`src/rtl/softusb_tx_pkg.sv`:
```
// softusb_tx_pkg: shared types and constants for the USB transmit serializer.
// Line codes are full-speed polarity; line_pins() swaps J/K for low speed.
package softusb_tx_pkg;

  typedef enum logic [2:0] {
    S_IDLE,
    S_SYNC,
    S_DATA,
    S_EOP_SE0,
    S_EOP_J
  } state_e;

  localparam logic [7:0] SYNC_BYTE = 8'h80;
  localparam int STUFF_LIMIT = 6;

  // {txp, txm} at full speed
  localparam logic [1:0] LINE_J   = 2'b10;
  localparam logic [1:0] LINE_K   = 2'b01;
  localparam logic [1:0] LINE_SE0 = 2'b00;

  function automatic logic [1:0] line_pins(
    input logic [1:0] code,
    input logic       ls
  );
    if (ls && code != LINE_SE0) begin
      return {code[0], code[1]};
    end
    return code;
  endfunction

endpackage

```
`src/rtl/softusb_tx_if.sv`:
```
// softusb_tx_if: SIE byte handshake between packet engine and serializer.
// master = byte producer (SIE), slave = serializer.
interface softusb_tx_if;

  logic [7:0] tx_data;
  logic       tx_valid;
  logic       tx_ready;
  logic       tx_busy;

  modport master (
    output tx_data,
    output tx_valid,
    input  tx_ready,
    input  tx_busy
  );

  modport slave (
    input  tx_data,
    input  tx_valid,
    output tx_ready,
    output tx_busy
  );

endinterface

```
`src/rtl/softusb_tx_stuffer.sv`:
```
// softusb_tx_stuffer: bit stuffing and NRZI for one transmitted bit per strobe.
// clr_i restarts the NRZI reference at J with an empty ones counter.
module softusb_tx_stuffer
  import softusb_tx_pkg::*;
(
  input  logic       clk_i,
  input  logic       rst_i,
  input  logic       clr_i,
  input  logic       strobe_i,
  input  logic       bit_i,
  output logic       stall_o,
  output logic [1:0] line_o
);

  logic       k_q;
  logic       k_d;
  logic       k_base;
  logic       toggle;
  logic [2:0] ones_q;
  logic [2:0] ones_d;
  logic [2:0] ones_base;

  // clr_i and strobe_i together: first bit is coded from a fresh reference
  always_comb begin
    k_base    = clr_i ? 1'b0 : k_q;
    ones_base = clr_i ? 3'd0 : ones_q;
    stall_o   = (ones_base == 3'(STUFF_LIMIT));
    toggle    = stall_o | ~bit_i;
    k_d       = k_base ^ toggle;
    ones_d    = toggle ? 3'd0 : ones_base + 3'd1;
    line_o    = k_d ? LINE_K : LINE_J;
  end

  always_ff @(posedge clk_i) begin
    if (rst_i) begin
      k_q    <= 1'b0;
      ones_q <= 3'd0;
    end else if (strobe_i) begin
      k_q    <= k_d;
      ones_q <= ones_d;
    end else if (clr_i) begin
      k_q    <= 1'b0;
      ones_q <= 3'd0;
    end
  end

endmodule

```
`src/rtl/softusb_tx_serializer.sv`:
```
// softusb_tx_serializer: FS/LS USB transmitter (SYNC, stuffed NRZI data, EOP).
// Optional SOFTUSB_TX_STUFFCNT_EN adds a saturating stuff_count output.
module softusb_tx_serializer
  import softusb_tx_pkg::*;
#(
  parameter int FS_DIV = 4,
  parameter int LS_DIV = 32
)
(
  input  logic        usb_clk,
  input  logic        usb_rst,
  softusb_tx_if.slave sie,
  input  logic        low_speed,
  input  logic        generate_eop,
  output logic        txp,
  output logic        txm,
  output logic        txoe
`ifdef SOFTUSB_TX_STUFFCNT_EN
  ,
  output logic [15:0] stuff_count
`endif
);

  localparam int MAX_DIV = (LS_DIV > FS_DIV) ? LS_DIV : FS_DIV;
  localparam int CNT_W   = $clog2(MAX_DIV);

  typedef logic [CNT_W-1:0] cnt_t;

  function automatic cnt_t bit_div(input logic ls);
    return ls ? cnt_t'(LS_DIV - 1) : cnt_t'(FS_DIV - 1);
  endfunction

  state_e     state_q;
  cnt_t       cnt_q;
  logic [2:0] idx_q;
  logic [6:0] shift_q;
  logic       ls_q;
  logic [1:0] pins_q;
  logic       txoe_q;
  logic       ready_q;
  logic       busy_q;

  logic       bit_end;
  logic       clr;
  logic       strobe;
  logic       sbit;
  logic       stall;
  logic [1:0] nxt_line;

  assign bit_end = (cnt_q == '0);
  assign clr     = (state_q == S_IDLE);

  softusb_tx_stuffer u_stuff (
    .clk_i    (usb_clk),
    .rst_i    (usb_rst),
    .clr_i    (clr),
    .strobe_i (strobe),
    .bit_i    (sbit),
    .stall_o  (stall),
    .line_o   (nxt_line)
  );

  // shift_q holds bits 7:1 of the byte; bit 0 goes out on the load edge
  always_comb begin
    strobe = 1'b0;
    sbit   = 1'b0;
    unique case (state_q)
      S_IDLE: begin
        if (!generate_eop && sie.tx_valid) begin
          strobe = 1'b1;
          sbit   = SYNC_BYTE[0];
        end
      end
      S_SYNC, S_DATA: begin
        if (bit_end) begin
          if (stall) begin
            strobe = 1'b1;
          end else if (idx_q != 3'd7) begin
            strobe = 1'b1;
            sbit   = shift_q[idx_q];
          end else if (sie.tx_valid) begin
            strobe = 1'b1;
            sbit   = sie.tx_data[0];
          end
        end
      end
      default: ;
    endcase
  end

  always_ff @(posedge usb_clk) begin
    if (usb_rst) begin
      state_q <= S_IDLE;
      cnt_q   <= '0;
      idx_q   <= '0;
      shift_q <= '0;
      ls_q    <= 1'b0;
      pins_q  <= LINE_J;
      txoe_q  <= 1'b0;
      ready_q <= 1'b0;
      busy_q  <= 1'b0;
    end else begin
      ready_q <= 1'b0;
      unique case (state_q)
        S_IDLE: begin
          pins_q <= line_pins(LINE_J, low_speed);
          if (generate_eop) begin
            state_q <= S_EOP_SE0;
            ls_q    <= low_speed;
            cnt_q   <= bit_div(low_speed);
            idx_q   <= '0;
            pins_q  <= LINE_SE0;
            txoe_q  <= 1'b1;
            busy_q  <= 1'b1;
          end else if (sie.tx_valid) begin
            state_q <= S_SYNC;
            ls_q    <= low_speed;
            cnt_q   <= bit_div(low_speed);
            idx_q   <= '0;
            shift_q <= SYNC_BYTE[7:1];
            pins_q  <= line_pins(nxt_line, low_speed);
            txoe_q  <= 1'b1;
            busy_q  <= 1'b1;
          end
        end
        S_SYNC, S_DATA: begin
          if (!bit_end) begin
            cnt_q <= cnt_q - cnt_t'(1);
          end else begin
            cnt_q <= bit_div(ls_q);
            if (stall) begin
              pins_q <= line_pins(nxt_line, ls_q);
            end else if (idx_q != 3'd7) begin
              idx_q  <= idx_q + 3'd1;
              pins_q <= line_pins(nxt_line, ls_q);
            end else if (sie.tx_valid) begin
              state_q <= S_DATA;
              shift_q <= sie.tx_data[7:1];
              idx_q   <= '0;
              ready_q <= 1'b1;
              pins_q  <= line_pins(nxt_line, ls_q);
            end else begin
              state_q <= S_EOP_SE0;
              idx_q   <= '0;
              pins_q  <= LINE_SE0;
            end
          end
        end
        S_EOP_SE0: begin
          if (!bit_end) begin
            cnt_q <= cnt_q - cnt_t'(1);
          end else begin
            cnt_q <= bit_div(ls_q);
            if (idx_q == 3'd0) begin
              idx_q <= 3'd1;
            end else begin
              state_q <= S_EOP_J;
              pins_q  <= line_pins(LINE_J, ls_q);
            end
          end
        end
        S_EOP_J: begin
          if (!bit_end) begin
            cnt_q <= cnt_q - cnt_t'(1);
          end else begin
            state_q <= S_IDLE;
            txoe_q  <= 1'b0;
            busy_q  <= 1'b0;
            pins_q  <= line_pins(LINE_J, low_speed);
          end
        end
        default: begin
          state_q <= S_IDLE;
        end
      endcase
    end
  end

`ifdef SOFTUSB_TX_STUFFCNT_EN
  logic [15:0] stuff_cnt_q;

  always_ff @(posedge usb_clk) begin
    if (usb_rst) begin
      stuff_cnt_q <= '0;
    end else if (strobe && stall && stuff_cnt_q != 16'hFFFF) begin
      stuff_cnt_q <= stuff_cnt_q + 16'd1;
    end
  end

  assign stuff_count = stuff_cnt_q;
`endif

  assign sie.tx_ready = ready_q;
  assign sie.tx_busy  = busy_q;
  assign txp          = pins_q[1];
  assign txm          = pins_q[0];
  assign txoe         = txoe_q;

endmodule

```
`src/flat_wrapper.sv`:
```
// flat-port wrapper written by rule: the top's interface ports become plain ports
module softusb_tx_serializer_flat import softusb_tx_pkg::*;
#(
  parameter int FS_DIV = 4,
  parameter int LS_DIV = 32
)
  (usb_clk, usb_rst, low_speed, generate_eop, txp, txm, txoe, sie_tx_data, sie_tx_valid, sie_tx_ready, sie_tx_busy);
  softusb_tx_if sie_i ();
  input  logic usb_clk;
  input  logic usb_rst;
  input  logic low_speed;
  input  logic generate_eop;
  output logic txp;
  output logic txm;
  output logic txoe;
  input wire logic [$bits(sie_i.tx_data)-1:0] sie_tx_data;
  input wire logic [$bits(sie_i.tx_valid)-1:0] sie_tx_valid;
  output wire logic [$bits(sie_i.tx_ready)-1:0] sie_tx_ready;
  output wire logic [$bits(sie_i.tx_busy)-1:0] sie_tx_busy;
  assign sie_i.tx_data = sie_tx_data;
  assign sie_i.tx_valid = sie_tx_valid;
  assign sie_tx_ready = sie_i.tx_ready;
  assign sie_tx_busy = sie_i.tx_busy;
  softusb_tx_serializer #(.FS_DIV(FS_DIV), .LS_DIV(LS_DIV)) u_core (.usb_clk(usb_clk), .usb_rst(usb_rst), .sie(sie_i), .low_speed(low_speed), .generate_eop(generate_eop), .txp(txp), .txm(txm), .txoe(txoe));
endmodule
```
`config.mk`:
```
export PLATFORM = sky130hd
export DESIGN_NAME = softusb_tx_serializer_flat
export DESIGN_NICKNAME = d
export VERILOG_FILES = /design/src/rtl/softusb_tx_pkg.sv /design/src/rtl/softusb_tx_if.sv /design/src/rtl/softusb_tx_stuffer.sv /design/src/rtl/softusb_tx_serializer.sv /design/src/flat_wrapper.sv
export SDC_FILE = /design/constraint.sdc
export NUM_CORES = 1
export LEC_CHECK = 0
export CORE_ASPECT_RATIO = 1.5
export CORE_MARGIN = 1.5
export CORE_UTILIZATION = 30
export CTS_CLUSTER_SIZE = 24
export DETAILED_ROUTE_END_ITERATION = 8
export GPL_TIMING_DRIVEN = 0
export REMOVE_ABC_BUFFERS = 1
export SYNTH_ARGS = -nofsm -noshare
export SYNTH_HDL_FRONTEND = slang
export SYNTH_SLANG_ARGS = --single-unit
```
`constraint.sdc`:
```
create_clock -name usb_clk -period 6.1 [get_ports usb_clk]
set_input_delay 0.915 -clock usb_clk [delete_from_list [all_inputs] [get_ports usb_clk]]
set_output_delay 0.915 -clock usb_clk [all_outputs]
set_load 0.005 [all_outputs]
```
==> results.sh <==
export IMPL_outcome="completed"
export IMPL_antenna_left=0
export IMPL_num_io_pins=18
export IMPL_setup_viol=0
export IMPL_first_global_vias=1535
export IMPL_cp_max_fo=27
export IMPL_fmax_ghz=0.305
export IMPL_fin_util=0.348
export IMPL_area_delta_synth_final_pct=12.9
export IMPL_die_w_um=65.7
export IMPL_antenna_found_initial=0
export IMPL_wirelength_um=4110
export IMPL_instances_no_fill=311
export IMPL_final_net_count=260
export IMPL_clk_latency_ps=270
export IMPL_slew_limit_headroom=0.301
export IMPL_synth_edf_count=0
export IMPL_coreArea_um2=5740
export IMPL_place_hpwl_um=3010
export IMPL_via_count=1617
export IMPL_place_inst=307
export IMPL_dieArea_um2=6390
export IMPL_final_period_utilization=0.537
export IMPL_clock_path_buffers=2
export IMPL_io_buffers=17
export IMPL_ir_worst_vdd_mv=0.124
export IMPL_leakage_nw=0.726
export IMPL_syn_area_um2=1770
export IMPL_rows=34
export IMPL_ys_types=49
export IMPL_hold_class="flop to flop"
export IMPL_drt_iter0_markers=56
export IMPL_post_cts_buffers=0
export IMPL_finalHoldViolCount=0
export IMPL_drive_gt1_frac=0.0377
export IMPL_cts_buffers=3
export IMPL_pwr_density_cell_nw_per_um2=413
export IMPL_drv_slew=0
export IMPL_maxCapViolCount=0
export IMPL_start_util=0.308
export IMPL_synth_top_area_cell="dfxtp_1"
export IMPL_avgViaCountPerCell=5.20
export IMPL_finClkSkew_ps=4.24
export IMPL_tightestPinTransition_ps=1040
export IMPL_wire_per_inst_um=13.2
export IMPL_synth_area_per_cell_um2=7.57
export IMPL_grt_pass1_wl_um=6970
export IMPL_worstPathRequired_ps=6290
export IMPL_antenna_cells=0
export IMPL_first_pass_iters=4
export IMPL_synth_main_ff_cell="dfxtp_1"
export IMPL_critPathArrivalTime_ps=3460
export IMPL_gp_congestion=0.835
export IMPL_async_flop_share=0
export IMPL_cp_end_kind="flop"
export IMPL_die_h_um=97.1
export IMPL_ys_seq_elements=27
export IMPL_synth_top_cell_area_share=0.305
export IMPL_rsz0062_at_grt="false"
export IMPL_netlist_top_cells_area="dfxtp_1, a21oi_1, nand2_1"
export IMPL_fin_setup_tns_ps=0
export IMPL_numClockSinks=27
export IMPL_start_kind="flop"
export IMPL_drcViolationCount=0
export IMPL_ctsHoldBuffers=0
export IMPL_post_cts_resized=0
export IMPL_grt_usage=0.136
export IMPL_grt_overflow=0
export IMPL_ys_seq_area_frac=0.305
export IMPL_ctsRootBufferMaster="clkbuf_8"
export IMPL_fin_crit_ps=3280
export IMPL_whs_ps=455
export IMPL_htreeDepth=1
export IMPL_grt_max_degree=29
export IMPL_synthesis_instances=234
export IMPL_cts_tree="done"
export IMPL_yosysWarningCount=0
export IMPL_clk_pin_slew_worst_paths_ps=90
export IMPL_criticalPathCategory="flop to flop"
[flip-flops by register name (all words and copies together), names as in the netlist]
| register | flops |
|---|---|
| u_core.shift_q | 7 |
| u_core.cnt_q | 5 |
| u_core.idx_q | 3 |
| u_core.state_q | 3 |
| u_core.u_stuff.ones_q | 3 |
| u_core.pins_q | 2 |
| u_core.ls_q | 1 |
| u_core.sie.tx_busy | 1 |
| u_core.sie.tx_ready | 1 |
| u_core.u_stuff.k_q | 1 |
[metrics by stage]
stage	total power, mW	cell area [um^2]	setup slack (ps)
CTS	0.830	2000	2800
detailed placement	0.724	1950	2750
finish	0.826	2000	2820
global route	0.907	2000	2470
global placement	0.717	1950	2830
floorplan	0.605	1690	3360
[layout by cell type, fill, tap and decap left out, types with 2 or more instances in the layout]
master           synthesis  routed
nor2_1                  25      25
clkbuf_8                 0       3
o32ai_1                  3       3
o21ai_0                  7       7
or2_2                    4       4
xnor2_1                  5       5
and2_1                   2       2
inv_1                   12      12
or3_1                    2       2
nand2_1                 28      28
a22oi_1                  2       2
nand3_1                  6       6
nand2b_1                 5       5
mux2i_1                  6       6
dfxtp_1                 27      27
clkdlybuf4s50_1          0      17
nor2b_1                  2       2
o22ai_1                  2       2
a221oi_1                 5       5
or2_0                    2       2
a21oi_1                 26      26
nor3b_1                  2       2
a211oi_1                 5       5
ha_1                     7       7
a311oi_1                 2       2
o21bai_1                 2       2
o211a_1                  2       2
a31oi_1                  2       2
nor3_1                   8       8
[final cells by class]
| type | instances | area, um^2 |
|---|---|---|
| flip-flops and latches | 27 | 541 |
| fillers | 646 | 3740 |
| inverters | 12 | 45.0 |
| multi-input cells | 179 | 1110 |
| repair buffers | 17 | 170 |
| clock buffers | 4 | 45.0 |
| well taps | 72 | 90.1 |
[Yosys cell counts (all sizes together), types with 3 or more instances]
library cell and number:
nor2 25, o21ai 7, o32ai 3, a221oi 5
a21oi 26, or2 6, a211oi 5, dfxtp 27
nor3 9, buf 8, clkbuf 8, inv 12
ha 7, nand2b 5, nand3 6, nand2 28
xnor2 6, mux2i 6
[metal layers]
metal	routed length, um	part of all wire	vias to the layer above	global-route usage
li1	-	-	836	-
met1	1790	0.44	741	0.160
met2	2130	0.52	34	0.253
met3	130	0.032	6	0.0174
met4	56	0.014	0	0.0288
met5	0	0	-	0
[worst paths after layout]
kind / from / endpoint / slack [ps] / depth (start not counted)
hold / removal: u_core.shift_q[2]$_SDFFE_PP0P_ / u_core.shift_q[2]$_SDFFE_PP0P_ / 460 / 2
setup / recovery: u_core.state_q[2]$_SDFFE_PP0P_ / u_core.shift_q[0]$_SDFFE_PP0P_ / 2820 / 9
setup reg to reg: u_core.state_q[2]$_SDFFE_PP0P_ / u_core.shift_q[0]$_SDFFE_PP0P_ / 2820 / 9
hold reg to reg: u_core.shift_q[2]$_SDFFE_PP0P_ / u_core.shift_q[2]$_SDFFE_PP0P_ / 460 / 2
[worst max-delay path, cell delays in order (launching register included)]
cell	delay (ps)
dfxtp_1	930
or3_1	400
nand2_1	140
ha_1	240
nand2_1	110
o21ai_0	190
nand2_1	140
nand4b_1	430
or2_2	460
a21oi_1	140
[kinds of logic (layout without fill, tap and decap cells)]
family	Yosys count	in the layout	share of synthesized area
multiplexers	6	6	0.0339
AO/OA/AOI/OAI	64	64	0.234
buffers and inverters	28	33	0.0692
AND/OR/NAND/NOR	94	94	0.263
adder cells (fa/ha/maj)	8	8	0.0551
flip-flops	27	27	0.305
XOR/XNOR	7	7	0.0388
[power breakdown]
part	switching [mW]	internal, mW	total [mW]
Combinational	0.258	0.188	0.446
Clock	0.0560	0.0468	0.103
Sequential	0.0575	0.220	0.277
Total	0.371	0.455	0.826
Power figures use the tool's default switching activity.
